==> src/rtl/riscv_pkg.sv <==
// Shared definitions for the RISC-V fetch stage: datapath width, the
// canonical NOP used for pipeline bubbles, and the fetch FSM states.
package riscv_pkg;

  // Datapath and address width
  localparam int XLEN = 32;

  // addi x0, x0, 0 -- what decode sees when IF/ID holds a bubble
  localparam logic [31:0] NOP_INSTR = 32'h0000_0013;

  // FETCH : no request outstanding
  // WAIT  : request outstanding, response will be used
  // DRAIN : request outstanding, response will be thrown away
  typedef enum logic [1:0] {
    FETCH = 2'd0,
    WAIT  = 2'd1,
    DRAIN = 2'd2
  } fetch_state_e;

endpackage

==> src/rtl/fetch_stage_if.sv <==
// Instruction-memory request/response bus. The fetch stage is the master:
// it drives a one-cycle request strobe with an address and receives a
// response strobe with the instruction word some cycles later.
interface fetch_stage_if #(
  parameter int ADDR_W = riscv_pkg::XLEN
) ();

  logic              imem_req;
  logic [ADDR_W-1:0] imem_addr;
  logic              imem_rvalid;
  logic [31:0]       imem_rdata;

  modport master (
    output imem_req,
    output imem_addr,
    input  imem_rvalid,
    input  imem_rdata
  );

  modport slave (
    input  imem_req,
    input  imem_addr,
    output imem_rvalid,
    output imem_rdata
  );

endinterface

==> src/rtl/fetch_stage_if_id_reg.sv <==
// IF/ID pipeline register. Loads a new {pc, instr} as a valid instruction,
// or inserts a bubble (NOP, invalid, pc kept), or holds its contents.
module if_id_reg #(
  parameter int XLEN = 32
) (
  input  logic            clk,
  input  logic            rst_n,
  input  logic            i_load,
  input  logic            i_bubble,
  input  logic [XLEN-1:0] i_pc,
  input  logic [31:0]     i_instr,
  output logic [XLEN-1:0] o_pc,
  output logic [31:0]     o_instr,
  output logic            o_valid
);

  import riscv_pkg::NOP_INSTR;

  logic [XLEN-1:0] r_pc;
  logic [31:0]     r_instr;
  logic            r_valid;

  // Pipeline register update: reset, load, bubble, otherwise hold
  always_ff @(posedge clk) begin
    if (!rst_n) begin
      r_pc    <= {XLEN{1'b0}};
      r_instr <= NOP_INSTR;
      r_valid <= 1'b0;
    end else if (i_load) begin
      r_pc    <= i_pc;
      r_instr <= i_instr;
      r_valid <= 1'b1;
    end else if (i_bubble) begin
      r_pc    <= r_pc;
      r_instr <= NOP_INSTR;
      r_valid <= 1'b0;
    end else begin
      r_pc    <= r_pc;
      r_instr <= r_instr;
      r_valid <= r_valid;
    end
  end

  assign o_pc    = r_pc;
  assign o_instr = r_instr;
  assign o_valid = r_valid;

endmodule

==> src/rtl/fetch_stage.sv <==
// Instruction-fetch stage: program counter, instruction-memory request
// FSM with one outstanding request, a one-entry skid buffer for responses
// that arrive while decode is stalled, and the IF/ID pipeline register.
module fetch_stage #(
  parameter int              XLEN     = riscv_pkg::XLEN,
  parameter logic [XLEN-1:0] RESET_PC = {XLEN{1'b0}}
) (
  input  logic               clk,
  input  logic               rst_n,
  input  logic               PCwrite,
  input  logic               IF_IDwrite,
  input  logic               branch_taken,
  input  logic [XLEN-1:0]    branch_target,
  fetch_stage_if.master      imem,
  output logic [XLEN-1:0]    if_id_pc,
  output logic [31:0]        if_id_instr,
  output logic               if_id_valid
);

  import riscv_pkg::NOP_INSTR;
  import riscv_pkg::fetch_state_e;
  import riscv_pkg::FETCH;
  import riscv_pkg::WAIT;
  import riscv_pkg::DRAIN;

  // Architectural state
  fetch_state_e    r_state;
  logic [XLEN-1:0] r_pc;
  logic            r_skid_valid;
  logic [XLEN-1:0] r_skid_pc;
  logic [31:0]     r_skid_instr;

  // Next-state and control
  fetch_state_e    w_next_state;
  logic [XLEN-1:0] w_next_pc;
  logic            w_next_skid_valid;
  logic            w_skid_capture;
  logic            w_stall;
  logic [XLEN-1:0] w_pc_plus4;
  logic [XLEN-1:0] w_target;
  logic            w_req;
  logic [XLEN-1:0] w_addr;
  logic            w_load;
  logic            w_bubble;
  logic [XLEN-1:0] w_load_pc;
  logic [31:0]     w_load_instr;

  // Either hazard control low freezes PC, IF/ID and the skid buffer
  assign w_stall    = !(PCwrite && IF_IDwrite);
  // Sequential PC, wrapping modulo 2^XLEN
  assign w_pc_plus4 = r_pc + {{(XLEN-3){1'b0}}, 3'd4};
  // Redirect target forced onto a word boundary
  assign w_target   = branch_target & ~{{(XLEN-2){1'b0}}, 2'b11};

  // Next state, PC, skid buffer, IF/ID control and memory request
  always_comb begin
    w_next_state      = r_state;
    w_next_pc         = r_pc;
    w_next_skid_valid = r_skid_valid;
    w_skid_capture    = 1'b0;
    w_req             = 1'b0;
    w_addr            = r_pc;
    w_load            = 1'b0;
    w_bubble          = 1'b0;
    w_load_pc         = r_pc;
    w_load_instr      = imem.imem_rdata;

    if (branch_taken) begin
      // Redirect wins over stall: new PC, bubble, drop any buffered word
      w_next_pc         = w_target;
      w_bubble          = 1'b1;
      w_next_skid_valid = 1'b0;
      case (r_state)
        FETCH:   w_next_state = FETCH;
        WAIT:    w_next_state = imem.imem_rvalid ? FETCH : DRAIN;
        DRAIN:   w_next_state = imem.imem_rvalid ? FETCH : DRAIN;
        default: w_next_state = FETCH;
      endcase
    end else begin
      case (r_state)
        FETCH: begin
          if (!r_skid_valid) begin
            // Nothing buffered: issue a request even if decode is stalled
            w_req        = 1'b1;
            w_addr       = r_pc;
            w_next_state = WAIT;
            w_bubble     = !w_stall;
          end else if (!w_stall) begin
            // Hand the buffered word to decode; fetch resumes next cycle
            w_load            = 1'b1;
            w_load_pc         = r_skid_pc;
            w_load_instr      = r_skid_instr;
            w_next_pc         = w_pc_plus4;
            w_next_skid_valid = 1'b0;
          end else begin
            w_next_state = FETCH;
          end
        end
        WAIT: begin
          if (imem.imem_rvalid) begin
            if (!w_stall) begin
              // Back-to-back: consume the word and request the next one
              w_load       = 1'b1;
              w_load_pc    = r_pc;
              w_load_instr = imem.imem_rdata;
              w_next_pc    = w_pc_plus4;
              w_req        = 1'b1;
              w_addr       = w_pc_plus4;
              w_next_state = WAIT;
            end else begin
              // Decode frozen: park the word in the skid buffer
              w_skid_capture    = 1'b1;
              w_next_skid_valid = 1'b1;
              w_next_state      = FETCH;
            end
          end else begin
            w_bubble = !w_stall;
          end
        end
        DRAIN: begin
          if (imem.imem_rvalid) begin
            w_next_state = FETCH;
          end else begin
            w_next_state = DRAIN;
          end
          w_bubble = !w_stall;
        end
        default: begin
          w_next_state = FETCH;
        end
      endcase
    end
  end

  // No request may leave the stage while reset is asserted
  assign imem.imem_req  = w_req && rst_n;
  assign imem.imem_addr = w_addr;

  // FSM state, program counter and skid buffer registers
  always_ff @(posedge clk) begin
    if (!rst_n) begin
      r_state      <= FETCH;
      r_pc         <= RESET_PC;
      r_skid_valid <= 1'b0;
      r_skid_pc    <= {XLEN{1'b0}};
      r_skid_instr <= NOP_INSTR;
    end else begin
      r_state      <= w_next_state;
      r_pc         <= w_next_pc;
      r_skid_valid <= w_next_skid_valid;
      if (w_skid_capture) begin
        r_skid_pc    <= r_pc;
        r_skid_instr <= imem.imem_rdata;
      end else begin
        r_skid_pc    <= r_skid_pc;
        r_skid_instr <= r_skid_instr;
      end
    end
  end

  if_id_reg #(
    .XLEN (XLEN)
  ) u_if_id_reg (
    .clk      (clk),
    .rst_n    (rst_n),
    .i_load   (w_load),
    .i_bubble (w_bubble),
    .i_pc     (w_load_pc),
    .i_instr  (w_load_instr),
    .o_pc     (if_id_pc),
    .o_instr  (if_id_instr),
    .o_valid  (if_id_valid)
  );

endmodule

==> src/flat_wrapper.sv <==
// flat-port wrapper written by rule: the top's interface ports become plain ports
module fetch_stage_flat import riscv_pkg::NOP_INSTR; import riscv_pkg::fetch_state_e; import riscv_pkg::FETCH; import riscv_pkg::WAIT; import riscv_pkg::DRAIN; import riscv_pkg::*;
#(
  parameter int              XLEN     = riscv_pkg::XLEN,
  parameter logic [XLEN-1:0] RESET_PC = {XLEN{1'b0}}
)
  (clk, rst_n, PCwrite, IF_IDwrite, branch_taken, branch_target, if_id_pc, if_id_instr, if_id_valid, imem_imem_req, imem_imem_addr, imem_imem_rvalid, imem_imem_rdata);
  fetch_stage_if #(.ADDR_W(32)) imem_i ();
  input  logic clk;
  input  logic rst_n;
  input  logic PCwrite;
  input  logic IF_IDwrite;
  input  logic branch_taken;
  input  logic [XLEN-1:0] branch_target;
  output logic [XLEN-1:0] if_id_pc;
  output logic [31:0] if_id_instr;
  output logic if_id_valid;
  output wire logic [$bits(imem_i.imem_req)-1:0] imem_imem_req;
  output wire logic [$bits(imem_i.imem_addr)-1:0] imem_imem_addr;
  input wire logic [$bits(imem_i.imem_rvalid)-1:0] imem_imem_rvalid;
  input wire logic [$bits(imem_i.imem_rdata)-1:0] imem_imem_rdata;
  assign imem_imem_req = imem_i.imem_req;
  assign imem_imem_addr = imem_i.imem_addr;
  assign imem_i.imem_rvalid = imem_imem_rvalid;
  assign imem_i.imem_rdata = imem_imem_rdata;
  fetch_stage #(.XLEN(XLEN), .RESET_PC(RESET_PC)) u_core (.clk(clk), .rst_n(rst_n), .PCwrite(PCwrite), .IF_IDwrite(IF_IDwrite), .branch_taken(branch_taken), .branch_target(branch_target), .imem(imem_i), .if_id_pc(if_id_pc), .if_id_instr(if_id_instr), .if_id_valid(if_id_valid));
endmodule
==> config.mk <==
export PLATFORM = sky130hd
export DESIGN_NAME = fetch_stage_flat
export DESIGN_NICKNAME = d
export VERILOG_FILES = /design/src/rtl/riscv_pkg.sv /design/src/rtl/fetch_stage_if.sv /design/src/rtl/fetch_stage_if_id_reg.sv /design/src/rtl/fetch_stage.sv /design/src/flat_wrapper.sv
export SDC_FILE = /design/constraint.sdc
export NUM_CORES = 1
export LEC_CHECK = 0
export BUFFER_PORTS_ARGS = -buffer_cell sky130_fd_sc_hd__buf_2
export CELL_PAD_IN_SITES_DETAIL_PLACEMENT = 0
export CELL_PAD_IN_SITES_GLOBAL_PLACEMENT = 1
export CORE_MARGIN = 8
export CORE_UTILIZATION = 40
export CTS_CLUSTER_DIAMETER = 100
export CTS_CLUSTER_SIZE = 12
export DETAILED_ROUTE_END_ITERATION = 10
export PLACE_DENSITY_LB_ADDON = 0.1
export SKIP_LAST_GASP = 1
export SLEW_MARGIN = 5
export SYNTH_ARGS = -nofsm -noshare
export SYNTH_HDL_FRONTEND = slang
export SYNTH_SLANG_ARGS = --single-unit
==> constraint.sdc <==
create_clock -name clk -period 3.3 [get_ports clk]
set_clock_uncertainty 0.2 [all_clocks]
set_input_delay 0.66 -clock clk [delete_from_list [all_inputs] [get_ports clk]]
set_output_delay 0.66 -clock clk [all_outputs]
set_load 0.01 [all_outputs]
==> out/results.tsv <==
metric	value	unit
use_met1	0.264	
critPathLaunchType	flip-flop	
hold_class	flip-flop to flip-flop	
drive_above_1_share	0.256	
dp_cells	1310	
fin_crit_sh	0.998	
ys_warn_count	0	
grt_max_degree	62	
hold_viol_final	0	
synth_async_sr_flop_share	0	
drt_iter0_drc	438	
grt_antenna_before_repair	2	
ir_worst_vdd	0.000337	V
fmax	0.304	GHz
grt_pass1_wl	37900	microns
power-per-cell-area	467	mW/mm^2
synth_enable_flop_cells	0	
root_buffer	clkbuf_16	
final_max_slew_viol_count	0	
ioPinCount	168	
top_usage_layer	met2	
ys.flop_type	dfxtp_1	
slew_headroom	0.367	
hold_slack	254	ps
worstSetupPathType	flip-flop to output pin	
fin_nets	1139	
switching_share	0.268	
clk_pin_slew	60	ps
pwr-share-comb	0.099	
yosysTopAreaCell	dfxtp_1	
cts.sinks	158	
grt_pass1_vias	6959	
p_leak	3.63	nW
cts_buffer_depth	2	
rows	51	
setup_viol	0	
wl_per_cell	17.7	microns
die_h	155	microns
gr-usage-all-layers	0.197	
cts_hold_buf	0	
fin_area	0.00959	sq mm
final_cells	1343	
cts_tree	built	
power_frac_clock	0.452	
ant_nets	0	
port_buffers	161	
drtPass1Iterations	5	
wl	23700	microns
fp.dieW	155	microns
status	complete, no violations	
maxCapViolCount	0	
core-area	0.0193	sq mm
die_area	0.0241	sq mm
required	2440	ps
worstPathArrival	2430	ps
start_util	0.403	
path_max_fanout	5	
use_met2	0.304	
ys_seq_elements	158	
numCtsBuffers	17	
hpwl	16500	microns
fin_total_pwr	0.00448	W
nFillCells	2016	
p_seq_frac	0.448	
grt_setup_unrepaired	true	
grt_overflow	0	
met3_usage	0.0399	
end_kind	output pin	
synth.area.top_cells	dfxtp_1 41%, mux2i_1 8.4%, nand2_1 7.2%	
netlist.area_leader.share	0.407	
tns	0	ps
routed_via_density	5.31	
placed_cell_area	0.00893	sq mm
p_sw	0.00120	W
clk_latency	430	ps
synthesis.instances	924	
place.gp.congestion	0.819	
area_delta_synth_final	23.5	%
p_int	0.00328	W
htreeDepth	4	
vias	7130	
synth.avg_cell_area	8.41	sq um
synthDistinctLibCells	58	
drc_errors	0	
worstMarginPinSlew	941	ps
netlist_area	0.00777	sq mm
fin_crit	3290	ps
ys_seq_area_frac	0.407	
==> synthesized netlist by cell type, types with 21 or more instances <==
library cell / instances
a211oi_1: 32
a21oi_1: 79
buf_2: 22
clkbuf_1: 56
dfxtp_1: 158
mux2i_1: 65
nand2_1: 150
nand3_1: 27
nor2_1: 50
nor3_1: 24
o21ai_0: 30
o2bb2ai_1: 29
xnor2_1: 21
==> registers in the layout, indices dropped and copies added (netlist names) <==
signal                      flops
u_core.r_skid_instr            32
u_core.u_if_id_reg.o_instr     32
u_core.r_pc                    30
u_core.r_skid_pc               30
u_core.u_if_id_reg.o_pc        30
u_core.r_state                  2
u_core.r_skid_valid             1
u_core.u_if_id_reg.o_valid      1
==> critical path, cell delays in order, from the launching register on <==
cell and delay, ps:
dfxtp_2 340, inv_2 80, ha_4 150, nand3b_4 80, or4_4 590, or4_4 450
xnor2_2 170, buf_2 160
==> metal layers <==
layer	routed length (microns)	vias to the layer above	part of all wire
met5	10	-	0.00042
met2	10700	162	0.45
met3	1160	30	0.049
met4	461	2	0.019
met1	11400	3348	0.48
li1	-	3588	-
==> power groups by stage <==
stage	registers (W)	logic, W	clock network (W)
6_report	0.00201	0.000445	0.00202
5_1_grt	0.00201	0.000491	0.00214
4_1_cts	0.00201	0.000448	0.00207
3_5_place_dp	0.00205	0.000445	0
3_3_place_gp	0.00205	0.000446	0
2_1_floorplan	0.00202	0.000286	0
==> through the flow <==
step / setup WS (ps) / util
after floorplan: 257 / -
after global placement: 64.9 / 0.464
after detailed placement: 85.1 / 0.464
after CTS: -7.09 / 0.496
after global routing: -63.1 / 0.498
final: 6.93 / 0.498
==> final timing paths <==
check | from | to | slack (ps) | cells after the start
worst min register to register | u_core.r_skid_pc[25]$_SDFFE_PN0P_ | u_core.r_skid_pc[25]$_SDFFE_PN0P_ | 250 | 2
worst max-delay path | u_core.r_state[1]$_SDFFE_PN0P_ | imem_imem_addr[27] | 7 | 7
worst min-delay path | u_core.r_skid_pc[25]$_SDFFE_PN0P_ | u_core.r_skid_pc[25]$_SDFFE_PN0P_ | 250 | 2
worst max register to register | u_core.r_state[0]$_SDFFE_PN0P_ | u_core.r_pc[19]$_SDFFE_PN0P_ | 640 | 7
==> cells by family after synthesis <==
| family | count (synthesis) | synth area share |
|---|---|---|
| buffers and inverters | 97 | 0.0552 |
| adder cells (fa/ha/maj) | 5 | 0.00805 |
| XOR/XNOR | 35 | 0.0395 |
| multiplexers | 72 | 0.0939 |
| AO/OA/AOI/OAI | 205 | 0.171 |
| flip-flops | 158 | 0.407 |
| AND/OR/NAND/NOR | 351 | 0.225 |
| other | 1 | 0.000483 |
==> cell usage in the layout, fill, tap and decap left out, types with 7 or more instances in the layout <==
| cell type | instances |
|---|---|
| mux2_2 | 7 |
| o21ai_0 | 30 |
| xor2_1 | 14 |
| and4_1 | 10 |
| nand3_1 | 26 |
| nor2_1 | 48 |
| nor4_1 | 11 |
| a21oi_1 | 78 |
| nor3_1 | 24 |
| and3_1 | 8 |
| buf_4 | 42 |
| nand2_1 | 149 |
| o2bb2ai_1 | 29 |
| mux2i_1 | 65 |
| or4_1 | 8 |
| dfxtp_1 | 152 |
| nand4_1 | 20 |
| nand2b_1 | 7 |
| a211oi_1 | 32 |
| buf_2 | 161 |
| xnor2_1 | 20 |
| clkbuf_16 | 17 |
==> cell type report <==
type	count	area [sq um]	share of cell area
timing repair buffer	207	1200	0.125
clock buffer	18	429	0.0447
clock inverter	14	171	0.0179
inverter	8	30.0	0.00313
sequential	158	3170	0.331
antenna	1	2.50	0.000261
tap	265	332	0.0346
multi-input combinational	672	4260	0.444
==> timing repair <==
| item | in CTS | in global routing |
|---|---|---|
| setup endpoints to repair | 2 | 16 |
| hold endpoints to repair | 0 | 0 |
| buffers inserted | 0 | 0 |
| resized for setup | 8 | 8 |
| pin swaps | 2 | 2 |
No activity file was read; power rests on OpenSTA's default activity.
